--- src/rtl/vec_reg_file.sv ---
// Vector register file: NREGS x (LANES*LANE_W) bits, two combinational read ports,
// one masked write port, built-in clear sequencer. Define VRF_BYPASS_EN for write-to-read forwarding.
module vec_reg_file #(
  parameter int LANES  = 6,
  parameter int LANE_W = 8,
  parameter int NREGS  = 12,
  parameter int AW     = 4
) (
  input  logic                    clk,
  input  logic                    rst_n,
  input  logic                    clr_req,
  output logic                    busy,
  input  logic                    we,
  input  logic [AW-1:0]           wa,
  input  logic [LANES*LANE_W-1:0] wd,
  input  logic [LANES-1:0]        wmask,
  input  logic [AW-1:0]           ra1,
  input  logic [AW-1:0]           ra2,
  output logic [LANES*LANE_W-1:0] rd1,
  output logic [LANES*LANE_W-1:0] rd2
);

  localparam int DW = LANES * LANE_W;
  localparam logic [AW:0] W_NREGS = (AW + 1)'(NREGS);
  localparam logic [AW-1:0] W_LAST = AW'(NREGS - 1);

  typedef enum logic [0:0] {
    ST_CLEAR = 1'b0,
    ST_IDLE  = 1'b1
  } state_t;

  state_t        r_state;
  state_t        w_state_nxt;
  logic [AW-1:0] r_ptr;
  logic [AW-1:0] w_ptr_nxt;
  logic          r_busy;
  logic [DW-1:0] r_rf [NREGS];
  logic          w_we_ok;
  logic [AW-1:0] w_ra [2];
  logic [DW-1:0] w_rd [2];

  assign w_we_ok = we && (r_state == ST_IDLE) && ({1'b0, wa} < W_NREGS);

  // Clear sequencer next-state: walk every register once, then idle until asked again.
  always_comb begin
    w_state_nxt = r_state;
    w_ptr_nxt   = r_ptr;
    case (r_state)
      ST_CLEAR: begin
        if (r_ptr == W_LAST) begin
          w_state_nxt = ST_IDLE;
          w_ptr_nxt   = '0;
        end else begin
          w_ptr_nxt = r_ptr + AW'(1);
        end
      end
      ST_IDLE: begin
        if (clr_req) begin
          w_state_nxt = ST_CLEAR;
          w_ptr_nxt   = '0;
        end else begin
          w_state_nxt = ST_IDLE;
        end
      end
      default: begin
        w_state_nxt = ST_CLEAR;
        w_ptr_nxt   = '0;
      end
    endcase
  end

  // Sequencer state, pointer and registered busy flag.
  always_ff @(posedge clk) begin
    if (!rst_n) begin
      r_state <= ST_CLEAR;
      r_ptr   <= '0;
      r_busy  <= 1'b1;
    end else begin
      r_state <= w_state_nxt;
      r_ptr   <= w_ptr_nxt;
      r_busy  <= (w_state_nxt == ST_CLEAR);
    end
  end

  // Storage: zeroed one row per cycle while clearing, otherwise lane-masked writes.
  always_ff @(posedge clk) begin
    if (r_state == ST_CLEAR) begin
      r_rf[r_ptr] <= '0;
    end else if (w_we_ok) begin
      for (int i = 0; i < LANES; i++) begin
        if (wmask[i]) begin
          r_rf[wa][i*LANE_W +: LANE_W] <= wd[i*LANE_W +: LANE_W];
        end
      end
    end
  end

  assign w_ra[0] = ra1;
  assign w_ra[1] = ra2;

  // Read ports: zero while clearing or out of range, optional same-cycle forwarding.
  always_comb begin
    for (int p = 0; p < 2; p++) begin
      w_rd[p] = r_rf[w_ra[p]];
`ifdef VRF_BYPASS_EN
      if (w_we_ok && (wa == w_ra[p])) begin
        for (int i = 0; i < LANES; i++) begin
          if (wmask[i]) begin
            w_rd[p][i*LANE_W +: LANE_W] = wd[i*LANE_W +: LANE_W];
          end else begin
            w_rd[p][i*LANE_W +: LANE_W] = r_rf[w_ra[p]][i*LANE_W +: LANE_W];
          end
        end
      end else begin
        w_rd[p] = r_rf[w_ra[p]];
      end
`endif
      if (r_busy || ({1'b0, w_ra[p]} >= W_NREGS)) begin
        w_rd[p] = '0;
      end else begin
        w_rd[p] = w_rd[p];
      end
    end
  end

  assign busy = r_busy;
  assign rd1  = w_rd[0];
  assign rd2  = w_rd[1];

endmodule
--- config.mk ---
export PLATFORM = sky130hd
export DESIGN_NAME = vec_reg_file
export DESIGN_NICKNAME = d
export VERILOG_FILES = /design/src/rtl/vec_reg_file.sv
export SDC_FILE = /design/constraint.sdc
export NUM_CORES = 1
export LEC_CHECK = 0
export CORE_MARGIN = 2
export CORE_UTILIZATION = 50
export DETAILED_ROUTE_END_ITERATION = 10
export DONT_BUFFER_PORTS = 1
export PLACE_DENSITY = 0.69
export SLEW_MARGIN = 20
export SYNTH_ARGS = -nofsm -noshare
export SYNTH_HDL_FRONTEND = slang
export SYNTH_SLANG_ARGS = --single-unit
export TNS_END_PERCENT = 100
--- constraint.sdc ---
create_clock -name clk -period 2.2 [get_ports clk]
set_input_delay 0.33 -clock clk [delete_from_list [all_inputs] [get_ports clk]]
set_output_delay 0.33 -clock clk [all_outputs]
set_load 0.02 [all_outputs]
## Yosys cells after proc, flatten, opt, wreduce, memory -nomap -nowiden

Memory sizes are Yosys's and may differ from the RTL's.
Cells that the tools add are included.

- Memory bits (writable): 576
- Memories: 1
- Output and inout bits: 97
- Logic and storage cells: 53
- Register bits: 6
- Input port bits: 70

Memories:

| name | depth | width | read ports | clocked after memory_dff | wr ports | RTL line | RTL |
|---|---|---|---|---|---|---|---|
| r_rf | 12 | 48 | 2 | 0 | 1 | 37 | `logic [DW-1:0] r_rf [NREGS];` |

- $add $sub $neg: 1
- Mux-type cells: 36
- Reduce and logical (&&, ||, !) cells: 5
- Eq/ne operators: 2
- Order comparisons: 3
- Bitwise operators: 2

Operators by type and width:

| kind | number |
|---|---|
| 48-bit two-way mux | 3 |
| 48-bit OR reduction | 1 |
| 1-bit two-way mux | 27 |
| 4-bit two-way mux | 3 |
| 4-bit greater-or-equal comparator (second input constant) | 2 |
| 4-bit case mux with 2 select lines | 1 |
| 6-bit two-way mux | 1 |
| 4-bit by 1-bit adder with 4-bit output (second input constant) | 1 |
| 4-bit equality test (second input constant) | 1 |
| 4-bit less-than comparator (second input constant) | 1 |
| 1-bit logical AND | 2 |
| 1-bit logical OR | 2 |
| 2-bit inequality test (second input constant) | 1 |
| 1-bit inverter | 2 |
| 1-bit case mux with 2 select lines | 1 |

## Depth between registers and ports, before layout

- Word-level depth: 7
- Depth in mapped cells: 7

## Worst setup path before layout

Ideal clock, no wire load.

- Kind: in2out
- Start point: input ra2[2]
- End point: output rd2[47]
- Cell stages on the path: 6
- Arrival: 1.778 ns
- Data required time: 1.870 ns
- Slack: 0.092 ns
- Cells stage by stage: buf_2 > and2_1 > clkbuf_1 > clkbuf_1 > a211oi_1 > a211oi_1

- Word-level cells in the longest chain between the ends: 3
- Elaborated cells on any way between the ends: 4
- Classes of those cells: order compare (1); mux (1); reduce/logical (1); memory (1)

RTL lines:

| element | RTL line | RTL |
|---|---|---|
| start: declaration | 18 | `input logic [AW-1:0] ra2,` |
| 4-bit greater-or-equal comparator | 118 | `if (r_busy \|\| ({1'b0, w_ra[p]} >= W_NREGS)) begin` |
| 1-bit logical OR | 118 |  |
| 48-bit two-way mux * | 118 |  |
| end: declaration | 20 | `output logic [LANES*LANE_W-1:0] rd2` |

Every way passes the cells marked *; elsewhere a longest branch is shown, timed or not.

## Worst setup path in the final report

- Start point: input ra2[0]
- End point: output rd2[41]

Same word-level chain as after synthesis.

==> run summary <==
The warning count from the yosys run was 0; the signed area change from the synthesized netlist to the final layout was 24.6%. The per-cell routed wire length was 29.9 um. The cell area reported after detailed placement is 30800 um2. The endpoint kind of the worst setup timing path was an output pin.

The critical path is of the in2out type. The type of the most critical hold path is in2reg. The global routing stage identified its most utilized layer as met2. At the placement stage, the worst setup path has a slack of -440 ps. In the finished design, the share of the clock period the worst path needs comes to 117%. The worst pin sits at a relative slew slack of 30.4%.

Routed via count: 19400. CTS root buffer: clkbuf_16. Derived from the worst setup path, the maximum achievable clock frequency is 387 MHz. For the max-capacitance violation count, the log shows 0. The count of endpoints failing hold in the final timing report came out at 0. The CTS buffer count was 60. Summing the areas of all and, or, nand and nor instances in the mapped netlist gives 8.29% of the synthesized area.

The library cells used most frequently in the layout, excluding fill and tap cells, are edfxtp_1, mux2i_1, buf_4. The run gives 28.5% as the global routing usage summed across all routing layers. The met1 track demand over resource was 37.7%; the required time of the critical path was 1870 ps.

The run gives 25.7 mW as the total chip power. The number of different library cells used by synthesis comes to 39. The logs give 167 for the number of top-level pins and 0 for the remaining antenna violation count.

After routing the design area is 35900 um2. Measured along the y axis, the die boundary spans 244 um. Number of global-route vias before repair: 20000.

The portion of total power attributed to the clock network was 42.1%; the internal portion of total power was 20.0 mW. Net switching is 22.1% of the power. The worst-path maximum fanout was 236; the xor and xnor area share after synthesis was 0%. STA classifies the critical path startpoint as an input pin. The run gives 96 as the setup-violating endpoint count in the final report.

The dominant combinational cell family by area after synthesis is multiplexers. The standard cell core area was 56600 um2. TritonCTS built the clock tree. The tools report the number of antenna violations at the first check in global routing as 1. During placement, the flow inserted port buffers numbering 0. The post-CTS clock slew at the launch and capture registers of the worst setup and hold paths was 60 ps; the clock latency of the later-clocked register in the worst-skew pair was 620 ps.

After global routing the overflow that remains totals 0. The run gives 0 as the remaining routing DRC violations. The H-tree was split into 2 levels. In this run, synthesis inferred 576 flip-flops with an integrated enable. The logs give 59500 um2 for the total die area and 1850 for the number of design-rule violations left by the first detailed-router iteration. The post-synthesis async set-or-reset flop share was 0%; the horizontal die dimension was 244 um.

Along the worst hold path, the cell count comes to 3. In this run the deepest clock path goes through 3 buffers. The post-synthesis register bit count is 582. The routability congestion estimate is 0.849. The via density per instance was 6.67. The fraction of the mapped netlist area in compound gates was 6.49%; the net count after synthesis was 2024.

For this design the static power due to leakage is 12.4 nW. The tightest hold path in the finished design has a slack of 33.2 ps. For this design the ratio of total power to cell area is 716 nW/um2. In this run the power spent charging and discharging nets is 5.66 mW.

The worst-case IR drop observed on VDD is 642 uV. Between clock sinks in the finished design, the worst skew comes to 20.6 ps. The arrival time at the worst endpoint came out at 2250 ps.

The checks that failed: negative setup slack. Global routing used 46.3% of the available met2 tracks. The number of max-slew violations in the final report is 0, and the post-route core utilization is 63.3%. The run gives 50.8% as the initial core utilization.

Entering global routing, the biggest net connects 237 pins. Most frequent standard cell in the layout excluding fill and tap cells: edfxtp_1. Sequential cells burn 48.9% of the power. The layout net count came out at 2171. The tools report the floorplan row count as 87. The total detailed-routing wirelength is 86900 um, and the wire length of the first global-routing pass is 126000 um. The portion of synthesized area spent on multiplexers is 21.6%.

Number of instances in the synthesized netlist: 1953. The tools report the clock sink count as 582. Total half-perimeter wirelength after legalization and detailed placement: 47400 um. The share of final-layout standard cells stronger than drive strength 1 came out at 39.2%. The synthesized cell area is 28800 um2, and the actual transition at the worst max-transition pin is 1040 ps.

The shortest period the worst path allows was 2580 ps; the adder and majority gate portion of the synthesized area was 0.0435%. The run gives -382 ps as the final setup slack of the worst path. The worst register-to-register path has a depth of 9. The average footprint of a synthesized cell works out to 14.7 um2. The run finished, with violations left. Sequential area share after synthesis: 60.5%.

Share of total power in combinational logic: 9.0%. Setup repair after global routing could not meet its margin everywhere. The first TritonRoute pass finished after 5 iterations. The flip-flop cell with the highest count after synthesis was edfxtp_1. The met3 layer usage reported by global route was 5.81%.
==> cell usage after synthesis, types with 2 or more instances <==
cell / count / area (um2)
a21boi_0: 8 / 60.1
nand2_1: 8 / 30.0
nor3_1: 103 / 515
clkbuf_1: 79 / 297
buf_2: 41 / 205
mux2_2: 48 / 541
clkbuf_2: 2 / 10.0
a31oi_1: 2 / 12.5
buf_4: 26 / 195
mux4_2: 102 / 2300
clkbuf_4: 2 / 15.0
and2_1: 51 / 319
a211oi_1: 94 / 706
nor2_1: 133 / 499
a21o_1: 2 / 15.0
buf_1: 3 / 11.3
a2111oi_0: 45 / 394
nand2b_1: 13 / 81.3
o21ai_0: 4 / 20.0
nor2b_1: 96 / 601
inv_1: 5 / 18.8
buf_6: 11 / 124
dfxtp_1: 6 / 120
mux2i_1: 338 / 3380
a21oi_1: 3 / 15.0
o22ai_1: 93 / 582
nor4_1: 48 / 300
edfxtp_1: 576 / 17300
==> per-stage QoR <==
step / instances / TNS [ps]
floorplan: 1953 / 0
global placement: 2779 / -60460
detailed placement: 2779 / -66170
CTS: 2898 / -14960
global route: 2906 / -18660
finish: 2906 / -13900
==> worst paths after layout <==
path                               start    endpoint  slack (ps)
worst min-delay path             clr_req    r_ptr[0]          30
worst min register to register  r_ptr[2]    r_ptr[2]         590
worst max-delay path              ra2[0]     rd2[41]        -380
worst max register to register   r_state  r_rf[4][8]          80
==> layer usage <==
layer / vias up / wire length [um]
met5: - / 0
met2: 1029 / 42400
met4: 0 / 3090
met3: 199 / 7920
li1: 8115 / -
met1: 10000 / 33500
==> flip-flops by register name (all words and copies together), names as in the netlist <==
| name | cells |
|---|---|
| r_state | 1 |
| r_ptr | 4 |
| r_rf | 576 |
| busy | 1 |
==> critical path, cell delays in order <==
cell and delay [ps]:
mux2_4 610, a2111oi_4 460, buf_4 180, nor3_1 40, buf_4 150
==> final cells by class <==
class / count / area [um2]
inverter: 5 / 18.8
multi-input combinational: 1202 / 13100
tap: 756 / 946
antenna: 2 / 5.00
timing repair buffer: 249 / 2290
fill: 4014 / 20800
clock inverter: 44 / 532
sequential: 582 / 17400
clock buffer: 66 / 1550
==> timing repair <==
action                                  in CTS  in global routing
hold buffers                                 2                  0
gates cloned                                 4                  1
resized for setup                          357                191
hold endpoints to repair                     4                  0
endpoints found under the setup margin     256                422
setup buffers                               11                  7
pin swaps                                  119                107
==> kinds of logic after synthesis <==
group           Yosys count
simple gates            456
buf+inv                 169
flops                   582
compound gates          257
mux                     488
fa+ha+maj                 1
==> power by group through the flow <==
stage                     logic (mW)  registers (mW)  clock network, mW
after CTS                       2.11            12.5               10.9
after detailed placement        1.77            12.7                  0
after global routing            2.42            12.6               11.2
after floorplan                 1.53            12.7                  0
after global placement          1.73            12.7                  0
final                           2.32            12.5               10.8
(Power assumes the default switching activity.)
